`src/rtl/axi4_lite_csr_pkg.sv`:
```
// ============================================================================
// Module  : axi4_lite_csr_pkg
// Purpose : Shared response encodings for the AXI4-Lite CSR slave.
// Rev     : 1.0  initial release
// ============================================================================
`default_nettype none

package axi4_lite_csr_pkg;
  typedef logic [1:0] axi4_lite_resp_t;

  localparam axi4_lite_resp_t RESP_OKAY   = 2'b00;
  localparam axi4_lite_resp_t RESP_SLVERR = 2'b10;
endpackage

`default_nettype wire

```
`src/rtl/axi4_lite_if.sv`:
```
// ============================================================================
// Module  : axi4_lite_if
// Purpose : AXI4-Lite channel bundle with master and slave views.
// Rev     : 1.0  initial release
// ============================================================================
`default_nettype none

interface axi4_lite_if #(
  parameter int DATA_WIDTH = 32,
  parameter int ADDR_WIDTH = 32
);
  logic                    awvalid;
  logic                    awready;
  logic [ADDR_WIDTH-1:0]   awaddr;
  logic [2:0]              awprot;
  logic                    wvalid;
  logic                    wready;
  logic [DATA_WIDTH-1:0]   wdata;
  logic [DATA_WIDTH/8-1:0] wstrb;
  logic                    bvalid;
  logic                    bready;
  logic [1:0]              bresp;
  logic                    arvalid;
  logic                    arready;
  logic [ADDR_WIDTH-1:0]   araddr;
  logic [2:0]              arprot;
  logic                    rvalid;
  logic                    rready;
  logic [DATA_WIDTH-1:0]   rdata;
  logic [1:0]              rresp;

  modport slave (
    input  awvalid, awaddr, awprot, wvalid, wdata, wstrb, bready,
    input  arvalid, araddr, arprot, rready,
    output awready, wready, bvalid, bresp, arready, rvalid, rdata, rresp
  );

  modport master (
    output awvalid, awaddr, awprot, wvalid, wdata, wstrb, bready,
    output arvalid, araddr, arprot, rready,
    input  awready, wready, bvalid, bresp, arready, rvalid, rdata, rresp
  );
endinterface

`default_nettype wire

```
`src/rtl/axi4_lite_csr_addr_dec.sv`:
```
// ============================================================================
// Module  : axi4_lite_csr_addr_dec
// Purpose : Byte address -> word index and CR/SR/range classification.
// Rev     : 1.0  initial release
// ============================================================================
`default_nettype none

module axi4_lite_csr_addr_dec
  import axi4_lite_csr_pkg::*;
#(
  parameter int          ADDR_WIDTH = 32,
  parameter int          DATA_WIDTH = 32,
  parameter int unsigned BASE_ADDR  = 0,
  parameter int          CR_CNT     = 8,
  parameter int          SR_CNT     = 8,
  parameter int          IDX_W      = 4
) (
  input  logic [ADDR_WIDTH-1:0] i_addr,
  output logic [IDX_W-1:0]      o_idx,
  output logic                  o_is_cr,
  output logic                  o_is_sr,
  output logic                  o_in_range
);
  localparam int SHIFT = $clog2(DATA_WIDTH / 8);

  logic [ADDR_WIDTH-1:0] w_off;
  logic [ADDR_WIDTH-1:0] w_word;

  assign w_off      = i_addr - ADDR_WIDTH'(BASE_ADDR);
  assign w_word     = w_off >> SHIFT;
  assign o_in_range = (i_addr >= ADDR_WIDTH'(BASE_ADDR)) &&
                      (w_word < ADDR_WIDTH'(CR_CNT + SR_CNT));
  assign o_idx      = w_word[IDX_W-1:0];
  assign o_is_cr    = o_in_range && (w_word < ADDR_WIDTH'(CR_CNT));
  assign o_is_sr    = o_in_range && !o_is_cr;
endmodule

`default_nettype wire

```
`src/rtl/axi4_lite_csr_slave.sv`:
```
// ============================================================================
// Module  : axi4_lite_csr_slave
// Purpose : AXI4-Lite CSR file: CR_CNT control words then SR_CNT status words.
//           Define AXI4_LITE_CSR_SLVERR_EN for SLVERR on bad writes/reads.
// Rev     : 1.0  initial release
// ============================================================================
`default_nettype none

module axi4_lite_csr_slave
  import axi4_lite_csr_pkg::*;
#(
  parameter int          DATA_WIDTH = 32,
  parameter int          ADDR_WIDTH = 32,
  parameter int unsigned BASE_ADDR  = 0,
  parameter int          CR_CNT     = 8,
  parameter int          SR_CNT     = 8
) (
  input  logic                               clk_i,
  input  logic                               rst_n_i,
  axi4_lite_if.slave                         axi4_lite_i,
  output logic [CR_CNT-1:0][DATA_WIDTH-1:0]  cr_o,
  output logic [CR_CNT-1:0]                  cr_wr_stb_o,
  input  logic [SR_CNT-1:0][DATA_WIDTH-1:0]  sr_i,
  output logic [SR_CNT-1:0]                  sr_rd_stb_o
);
  localparam int STRB_W = DATA_WIDTH / 8;
  localparam int TOTAL  = CR_CNT + SR_CNT;
  localparam int IDX_W  = (TOTAL > 1) ? $clog2(TOTAL) : 1;

  logic                              r_aw_held, r_w_held, r_bvalid, r_rvalid;
  logic [ADDR_WIDTH-1:0]             r_aw_addr;
  logic [DATA_WIDTH-1:0]             r_w_data, r_rdata;
  logic [STRB_W-1:0]                 r_w_strb;
  axi4_lite_resp_t                   r_bresp, r_rresp;
  logic [CR_CNT-1:0][DATA_WIDTH-1:0] r_cr;
  logic [CR_CNT-1:0]                 r_cr_stb;
  logic [SR_CNT-1:0]                 r_sr_stb;

  logic                  w_aw_hs, w_w_hs, w_ar_hs, w_commit;
  logic [ADDR_WIDTH-1:0] w_waddr;
  logic [DATA_WIDTH-1:0] w_wdata, w_rdata;
  logic [STRB_W-1:0]     w_wstrb;
  logic [IDX_W-1:0]      w_widx, w_ridx;
  logic                  w_w_is_cr, w_w_is_sr, w_w_in_range;
  logic                  w_r_is_cr, w_r_is_sr, w_r_in_range;
  logic [SR_CNT-1:0]     w_sr_hit;
  axi4_lite_resp_t       w_wr_resp, w_rd_resp;
  logic                  w_unused;

  assign axi4_lite_i.awready = !r_aw_held && !r_bvalid;
  assign axi4_lite_i.wready  = !r_w_held && !r_bvalid;
  assign axi4_lite_i.bvalid  = r_bvalid;
  assign axi4_lite_i.bresp   = r_bresp;
  assign axi4_lite_i.arready = !r_rvalid;
  assign axi4_lite_i.rvalid  = r_rvalid;
  assign axi4_lite_i.rdata   = r_rdata;
  assign axi4_lite_i.rresp   = r_rresp;
  assign cr_o                = r_cr;
  assign cr_wr_stb_o         = r_cr_stb;
  assign sr_rd_stb_o         = r_sr_stb;

  assign w_aw_hs  = axi4_lite_i.awvalid && axi4_lite_i.awready;
  assign w_w_hs   = axi4_lite_i.wvalid && axi4_lite_i.wready;
  assign w_ar_hs  = axi4_lite_i.arvalid && axi4_lite_i.arready;
  assign w_commit = (r_aw_held || w_aw_hs) && (r_w_held || w_w_hs);
  // A held beat takes priority; otherwise the beat on the bus this cycle is used.
  assign w_waddr  = r_aw_held ? r_aw_addr : axi4_lite_i.awaddr;
  assign w_wdata  = r_w_held  ? r_w_data  : axi4_lite_i.wdata;
  assign w_wstrb  = r_w_held  ? r_w_strb  : axi4_lite_i.wstrb;

  axi4_lite_csr_addr_dec #(
    .ADDR_WIDTH(ADDR_WIDTH), .DATA_WIDTH(DATA_WIDTH), .BASE_ADDR(BASE_ADDR),
    .CR_CNT(CR_CNT), .SR_CNT(SR_CNT), .IDX_W(IDX_W)
  ) u_wr_dec (
    .i_addr(w_waddr), .o_idx(w_widx), .o_is_cr(w_w_is_cr),
    .o_is_sr(w_w_is_sr), .o_in_range(w_w_in_range)
  );

  axi4_lite_csr_addr_dec #(
    .ADDR_WIDTH(ADDR_WIDTH), .DATA_WIDTH(DATA_WIDTH), .BASE_ADDR(BASE_ADDR),
    .CR_CNT(CR_CNT), .SR_CNT(SR_CNT), .IDX_W(IDX_W)
  ) u_rd_dec (
    .i_addr(axi4_lite_i.araddr), .o_idx(w_ridx), .o_is_cr(w_r_is_cr),
    .o_is_sr(w_r_is_sr), .o_in_range(w_r_in_range)
  );

`ifdef AXI4_LITE_CSR_SLVERR_EN
  assign w_wr_resp = w_w_is_cr    ? RESP_OKAY : RESP_SLVERR;
  assign w_rd_resp = w_r_in_range ? RESP_OKAY : RESP_SLVERR;
`else
  assign w_wr_resp = RESP_OKAY;
  assign w_rd_resp = RESP_OKAY;
`endif

  assign w_unused = ^{axi4_lite_i.awprot, axi4_lite_i.arprot,
                      w_w_is_sr, w_w_in_range, w_r_in_range};

  always_comb begin
    w_rdata  = '0;
    w_sr_hit = '0;
    for (int i = 0; i < CR_CNT; i++) begin
      if (w_r_is_cr && (w_ridx == IDX_W'(i))) w_rdata = r_cr[i];
    end
    for (int j = 0; j < SR_CNT; j++) begin
      if (w_r_is_sr && (w_ridx == IDX_W'(CR_CNT + j))) begin
        w_rdata     = sr_i[j];
        w_sr_hit[j] = 1'b1;
      end
    end
  end

  always_ff @(posedge clk_i or negedge rst_n_i) begin
    if (!rst_n_i) begin
      r_aw_held <= 1'b0;
      r_w_held  <= 1'b0;
      r_aw_addr <= '0;
      r_w_data  <= '0;
      r_w_strb  <= '0;
      r_bvalid  <= 1'b0;
      r_bresp   <= RESP_OKAY;
      r_cr      <= '0;
      r_cr_stb  <= '0;
    end else begin
      r_cr_stb <= '0;
      if (r_bvalid && axi4_lite_i.bready) r_bvalid <= 1'b0;
      if (w_commit) begin
        r_aw_held <= 1'b0;
        r_w_held  <= 1'b0;
        r_bvalid  <= 1'b1;
        r_bresp   <= w_wr_resp;
        for (int i = 0; i < CR_CNT; i++) begin
          if (w_w_is_cr && (w_widx == IDX_W'(i))) begin
            r_cr_stb[i] <= 1'b1;
            for (int b = 0; b < STRB_W; b++) begin
              if (w_wstrb[b]) r_cr[i][8*b +: 8] <= w_wdata[8*b +: 8];
            end
          end
        end
      end else begin
        if (w_aw_hs) begin
          r_aw_held <= 1'b1;
          r_aw_addr <= axi4_lite_i.awaddr;
        end
        if (w_w_hs) begin
          r_w_held <= 1'b1;
          r_w_data <= axi4_lite_i.wdata;
          r_w_strb <= axi4_lite_i.wstrb;
        end
      end
    end
  end

  // Read data is captured from r_cr before any same-edge write lands.
  always_ff @(posedge clk_i or negedge rst_n_i) begin
    if (!rst_n_i) begin
      r_rvalid <= 1'b0;
      r_rdata  <= '0;
      r_rresp  <= RESP_OKAY;
      r_sr_stb <= '0;
    end else begin
      r_sr_stb <= '0;
      if (r_rvalid && axi4_lite_i.rready) r_rvalid <= 1'b0;
      if (w_ar_hs) begin
        r_rvalid <= 1'b1;
        r_rdata  <= w_rdata;
        r_rresp  <= w_rd_resp;
        r_sr_stb <= w_sr_hit;
      end
    end
  end
endmodule

`default_nettype wire
```
`src/flat_wrapper.sv`:
```
// flat-port wrapper written by rule: the top's interface ports become plain ports
module axi4_lite_csr_slave_flat import axi4_lite_csr_pkg::*;
#(
  parameter int          DATA_WIDTH = 32,
  parameter int          ADDR_WIDTH = 32,
  parameter int unsigned BASE_ADDR  = 0,
  parameter int          CR_CNT     = 8,
  parameter int          SR_CNT     = 8
)
  (clk_i, rst_n_i, cr_o, cr_wr_stb_o, sr_i, sr_rd_stb_o, axi4_lite_i_awvalid, axi4_lite_i_awaddr, axi4_lite_i_awprot, axi4_lite_i_wvalid, axi4_lite_i_wdata, axi4_lite_i_wstrb, axi4_lite_i_bready, axi4_lite_i_arvalid, axi4_lite_i_araddr, axi4_lite_i_arprot, axi4_lite_i_rready, axi4_lite_i_awready, axi4_lite_i_wready, axi4_lite_i_bvalid, axi4_lite_i_bresp, axi4_lite_i_arready, axi4_lite_i_rvalid, axi4_lite_i_rdata, axi4_lite_i_rresp);
  axi4_lite_if #(.DATA_WIDTH(DATA_WIDTH), .ADDR_WIDTH(ADDR_WIDTH)) axi4_lite_i_i ();
  input  logic clk_i;
  input  logic rst_n_i;
  output logic [CR_CNT-1:0][DATA_WIDTH-1:0] cr_o;
  output logic [CR_CNT-1:0] cr_wr_stb_o;
  input  logic [SR_CNT-1:0][DATA_WIDTH-1:0] sr_i;
  output logic [SR_CNT-1:0] sr_rd_stb_o;
  input wire logic [$bits(axi4_lite_i_i.awvalid)-1:0] axi4_lite_i_awvalid;
  input wire logic [$bits(axi4_lite_i_i.awaddr)-1:0] axi4_lite_i_awaddr;
  input wire logic [$bits(axi4_lite_i_i.awprot)-1:0] axi4_lite_i_awprot;
  input wire logic [$bits(axi4_lite_i_i.wvalid)-1:0] axi4_lite_i_wvalid;
  input wire logic [$bits(axi4_lite_i_i.wdata)-1:0] axi4_lite_i_wdata;
  input wire logic [$bits(axi4_lite_i_i.wstrb)-1:0] axi4_lite_i_wstrb;
  input wire logic [$bits(axi4_lite_i_i.bready)-1:0] axi4_lite_i_bready;
  input wire logic [$bits(axi4_lite_i_i.arvalid)-1:0] axi4_lite_i_arvalid;
  input wire logic [$bits(axi4_lite_i_i.araddr)-1:0] axi4_lite_i_araddr;
  input wire logic [$bits(axi4_lite_i_i.arprot)-1:0] axi4_lite_i_arprot;
  input wire logic [$bits(axi4_lite_i_i.rready)-1:0] axi4_lite_i_rready;
  output wire logic [$bits(axi4_lite_i_i.awready)-1:0] axi4_lite_i_awready;
  output wire logic [$bits(axi4_lite_i_i.wready)-1:0] axi4_lite_i_wready;
  output wire logic [$bits(axi4_lite_i_i.bvalid)-1:0] axi4_lite_i_bvalid;
  output wire logic [$bits(axi4_lite_i_i.bresp)-1:0] axi4_lite_i_bresp;
  output wire logic [$bits(axi4_lite_i_i.arready)-1:0] axi4_lite_i_arready;
  output wire logic [$bits(axi4_lite_i_i.rvalid)-1:0] axi4_lite_i_rvalid;
  output wire logic [$bits(axi4_lite_i_i.rdata)-1:0] axi4_lite_i_rdata;
  output wire logic [$bits(axi4_lite_i_i.rresp)-1:0] axi4_lite_i_rresp;
  assign axi4_lite_i_i.awvalid = axi4_lite_i_awvalid;
  assign axi4_lite_i_i.awaddr = axi4_lite_i_awaddr;
  assign axi4_lite_i_i.awprot = axi4_lite_i_awprot;
  assign axi4_lite_i_i.wvalid = axi4_lite_i_wvalid;
  assign axi4_lite_i_i.wdata = axi4_lite_i_wdata;
  assign axi4_lite_i_i.wstrb = axi4_lite_i_wstrb;
  assign axi4_lite_i_i.bready = axi4_lite_i_bready;
  assign axi4_lite_i_i.arvalid = axi4_lite_i_arvalid;
  assign axi4_lite_i_i.araddr = axi4_lite_i_araddr;
  assign axi4_lite_i_i.arprot = axi4_lite_i_arprot;
  assign axi4_lite_i_i.rready = axi4_lite_i_rready;
  assign axi4_lite_i_awready = axi4_lite_i_i.awready;
  assign axi4_lite_i_wready = axi4_lite_i_i.wready;
  assign axi4_lite_i_bvalid = axi4_lite_i_i.bvalid;
  assign axi4_lite_i_bresp = axi4_lite_i_i.bresp;
  assign axi4_lite_i_arready = axi4_lite_i_i.arready;
  assign axi4_lite_i_rvalid = axi4_lite_i_i.rvalid;
  assign axi4_lite_i_rdata = axi4_lite_i_i.rdata;
  assign axi4_lite_i_rresp = axi4_lite_i_i.rresp;
  axi4_lite_csr_slave #(.DATA_WIDTH(DATA_WIDTH), .ADDR_WIDTH(ADDR_WIDTH), .BASE_ADDR(BASE_ADDR), .CR_CNT(CR_CNT), .SR_CNT(SR_CNT)) u_core (.clk_i(clk_i), .rst_n_i(rst_n_i), .axi4_lite_i(axi4_lite_i_i), .cr_o(cr_o), .cr_wr_stb_o(cr_wr_stb_o), .sr_i(sr_i), .sr_rd_stb_o(sr_rd_stb_o));
endmodule
```
`config.mk`:
```
export PLATFORM = sky130hd
export DESIGN_NAME = axi4_lite_csr_slave_flat
export DESIGN_NICKNAME = d
export VERILOG_FILES = /design/src/rtl/axi4_lite_csr_pkg.sv /design/src/rtl/axi4_lite_if.sv /design/src/rtl/axi4_lite_csr_addr_dec.sv /design/src/rtl/axi4_lite_csr_slave.sv /design/src/flat_wrapper.sv
export SDC_FILE = /design/constraint.sdc
export NUM_CORES = 1
export LEC_CHECK = 0
export BUFFER_PORTS_ARGS = -buffer_cell sky130_fd_sc_hd__buf_2
export CAP_MARGIN = 20
export CORE_AREA = 2 2 265 267
export DETAILED_ROUTE_END_ITERATION = 7
export DIE_AREA = 0 0 267 269
export SLEW_MARGIN = 20
export SYNTH_ARGS = -nofsm -noshare
export SYNTH_HDL_FRONTEND = slang
export SYNTH_SLANG_ARGS = --single-unit
```
`constraint.sdc`:
```
create_clock -name clk_i -period 6.6 [get_ports clk_i]
set_input_delay 0.66 -clock clk_i [delete_from_list [all_inputs] [get_ports clk_i]]
set_output_delay 0.66 -clock clk_i [all_outputs]
set_load 0.02 [all_outputs]
```
==> impl_metrics.tcl <==
set metrics [dict create \
    totalWireLength_um 104000 \
    min_period_ps 3560 \
    drt_iter0_markers 1451 \
    maxSlewViolCount 0 \
    syn-mean-instance-area_um2 12.0 \
    ys_types 70 \
    cts_made_buffers 46 \
    cts-htree-levels 2 \
    worst-r2r-setup-slack_ps 3040 \
    ir_worst_vdd_v 0.000237 \
    cts.clk_slew.worst_paths_ps 60 \
    track_usage_pct 27.8 \
    drtPass1Iterations 5 \
    worst_pin_slew_ps 1100 \
    avgRoutedWirePerCell_um 31.6 \
    seq_area_frac_synth_pct 47.8 \
    ys_ff_latch 374 \
    min_path_type "input port to asynchronous set/reset pin" \
    die_area_um2 71800 \
    synth_compound_area_share_pct 13.2 \
    dp_hpwl_um 80200 \
    start_util_pct 28.2 \
    cts_resized 0 \
    crit_buf_inv 0 \
    syn_area_um2 19600 \
    clock_path_buffers 3 \
    synth_top_family_by_area "multiplexers" \
    synth.largest_area_cell "dfrtp_1" \
    synth-simple-area-share_pct 11.3 \
    clock.fmax_mhz 281 \
    finalCritPeriodShare_pct 54.0 \
    cp_slowest_cell "nor3_2" \
    ys_top_cells_by_area "dfrtp_1 48%, mux2_2 21%, mux4_2 2.8%" \
    path_max_fanout 20 \
    fin_skew_ps 11.0 \
    die_h_um 269 \
    antenna_found_initial 42 \
    ys_top_cells_by_count "374 x dfrtp_1, 358 x mux2_2, 90 x nor2_1" \
    setup_viol 0 \
    outcome "finished, final reports clean" \
    maxCapViolations 0 \
    clock-sinks 374 \
    critPathMaxStageDelay_ps 970 \
    synth.area.mux_share_pct 25.0 \
    postCtsSetupRepairBufs 0 \
    io_pins 682 \
    hold_buffers 0 \
    fillers 6903 \
    relSlewSlack_pct 27.0 \
    area_delta_synth_final_pct 32.0 \
    synth.most_common_cell "dfrtp_1" \
    synthCells 1630 \
    grt_pass1_wl_um 140000 \
    arrival_ps 4020 \
    die_w_um 267 \
    final_cell_area_um2 25800 \
    leakagePower_nw 12.8 \
    crit_required_ps 7060 \
    coreArea_um2 69300 \
    grt_pass1_vias 17800 \
    ys.flop_type "dfrtp_1" \
    layout-drive-gt1-share_pct 53.4 \
    worstSetupPathType "flop to flop" \
    async_flop_share_pct 100 \
    rsz0062_at_grt "false" \
    yosys_warnings 0 \
    crit_chain "o22ai_1 -> or2_1 -> nand3b_4 -> nor3_2 -> mux2_2" \
    grt_max_degree 175 \
    gp_congestion 0.951 \
    fin_util_pct 37.3 \
    cts-root-buf "clkbuf_16" \
    dpl_cell_area_um2 24100 \
    synth_top_area_share_pct 47.8 \
    via_per_inst 5.44 \
    cts_tree "yes" \
    vias 17900 \
    tns_ps 0 \
    fin_nets 2666 \
    ant_nets 0 \
    rows 97 \
    synth-adder-area-share_pct 0 \
    port_buffers 667 \
    p_per_area_nw_per_um2 268 \
    crit_family "simple AND/OR/NAND/NOR gates" \
    end_kind "flop" \
    drc 0 \
    grt_overflow 0 \
    startpoint_type "flop" \
    hold_viol 0 \
    synth_enable_flop_cells 0 \
    clk-insertion-delay-late_ps 580 \
    synth-xor-area-share_pct 0 \
]
[worst paths after layout]
check | from | to | depth (start not counted)
worst min-delay path | rst_n_i | u_core.r_w_data[28] | 1
max in group asynchronous | rst_n_i | u_core.cr_o[40] | 2
worst min register to register | u_core.r_w_data[27] | u_core.r_w_data[27] | 1
worst max-delay path | u_core.r_aw_held | u_core.cr_o[27] | 5
min in group clk_i | axi4_lite_i_bready | u_core.axi4_lite_i.bvalid | 2
worst max register to register | u_core.r_aw_held | u_core.cr_o[27] | 5
[cells in the final DEF, fill, tap and decap left out, types with 22 or more instances in the layout]
| cell type | count |
|---|---|
| buf_2 | 663 |
| dfrtp_1 | 373 |
| mux2_2 | 358 |
| nor2_1 | 90 |
| o21ai_0 | 89 |
| nand2_1 | 79 |
| buf_4 | 59 |
| clkbuf_16 | 46 |
| a21oi_1 | 39 |
| o22ai_1 | 29 |
| nor3_4 | 28 |
| diode_2 | 24 |
| nor2b_1 | 24 |
| mux4_2 | 24 |
| nor4_1 | 22 |
[per-layer routing]
metal | GRT usage [%] | part of all wire (%) | vias to the layer above
met5 | 0 | 0.084 | -
met4 | 11.6 | 3.7 | 12
met3 | 8.32 | 9.0 | 186
met2 | 46.3 | 49 | 929
met1 | 33.6 | 39 | 9193
li1 | - | - | 7610
[flip-flops by register name, summed over array words and instances (netlist names)]
| register | count |
|---|---|
| u_core.cr_o | 256 |
| u_core.axi4_lite_i.rdata | 32 |
| u_core.r_w_data | 32 |
| u_core.r_aw_addr | 30 |
| u_core.cr_wr_stb_o | 8 |
| u_core.sr_rd_stb_o | 8 |
| u_core.r_w_strb | 4 |
| u_core.axi4_lite_i.bvalid | 1 |
| u_core.axi4_lite_i.rvalid | 1 |
| u_core.r_aw_held | 1 |
| u_core.r_w_held | 1 |
[per-stage QoR]
step | std cells | hold slack, ps | setup WS (ps) | total power [mW]
3_3_place_gp | 3188 | 481 | 2660 | 4.12
4_1_cts | 3270 | 196 | 2980 | 6.98
6_report | 3295 | 141 | 3040 | 6.93
2_1_floorplan | 1633 | 364 | 3990 | 3.56
3_5_place_dp | 3188 | 487 | 2660 | 4.18
5_1_grt | 3289 | 191 | 2880 | 7.20
[power breakdown]
part	internal, mW	switching, mW	leakage (nW)	total (mW)
clock network	1.70	1.07	0.799	2.78
logic	0.552	0.881	7.01	1.43
registers	2.55	0.167	5.03	2.72
total	4.81	2.12	12.8	6.93
[final cells by class]
class	instances	area [µm²]	share of cell area, %
Clock inverter	19	344	1.33
Tap cell	940	1180	4.55
Antenna cell	24	60.1	0.232
Sequential cell	374	9360	36.2
Clock buffer	63	1310	5.05
Timing Repair Buffer	725	3810	14.7
Inverter	9	33.8	0.131
Multi-Input combinational cell	1141	9750	37.7
[cell families after synthesis]
logic type / after synthesis
DFF: 374
other: 1
AOI/OAI and AO/OA: 366
and+or+nand+nor: 359
muxes: 412
buffers and inverters: 118
Power figures use the tool's default switching activity.
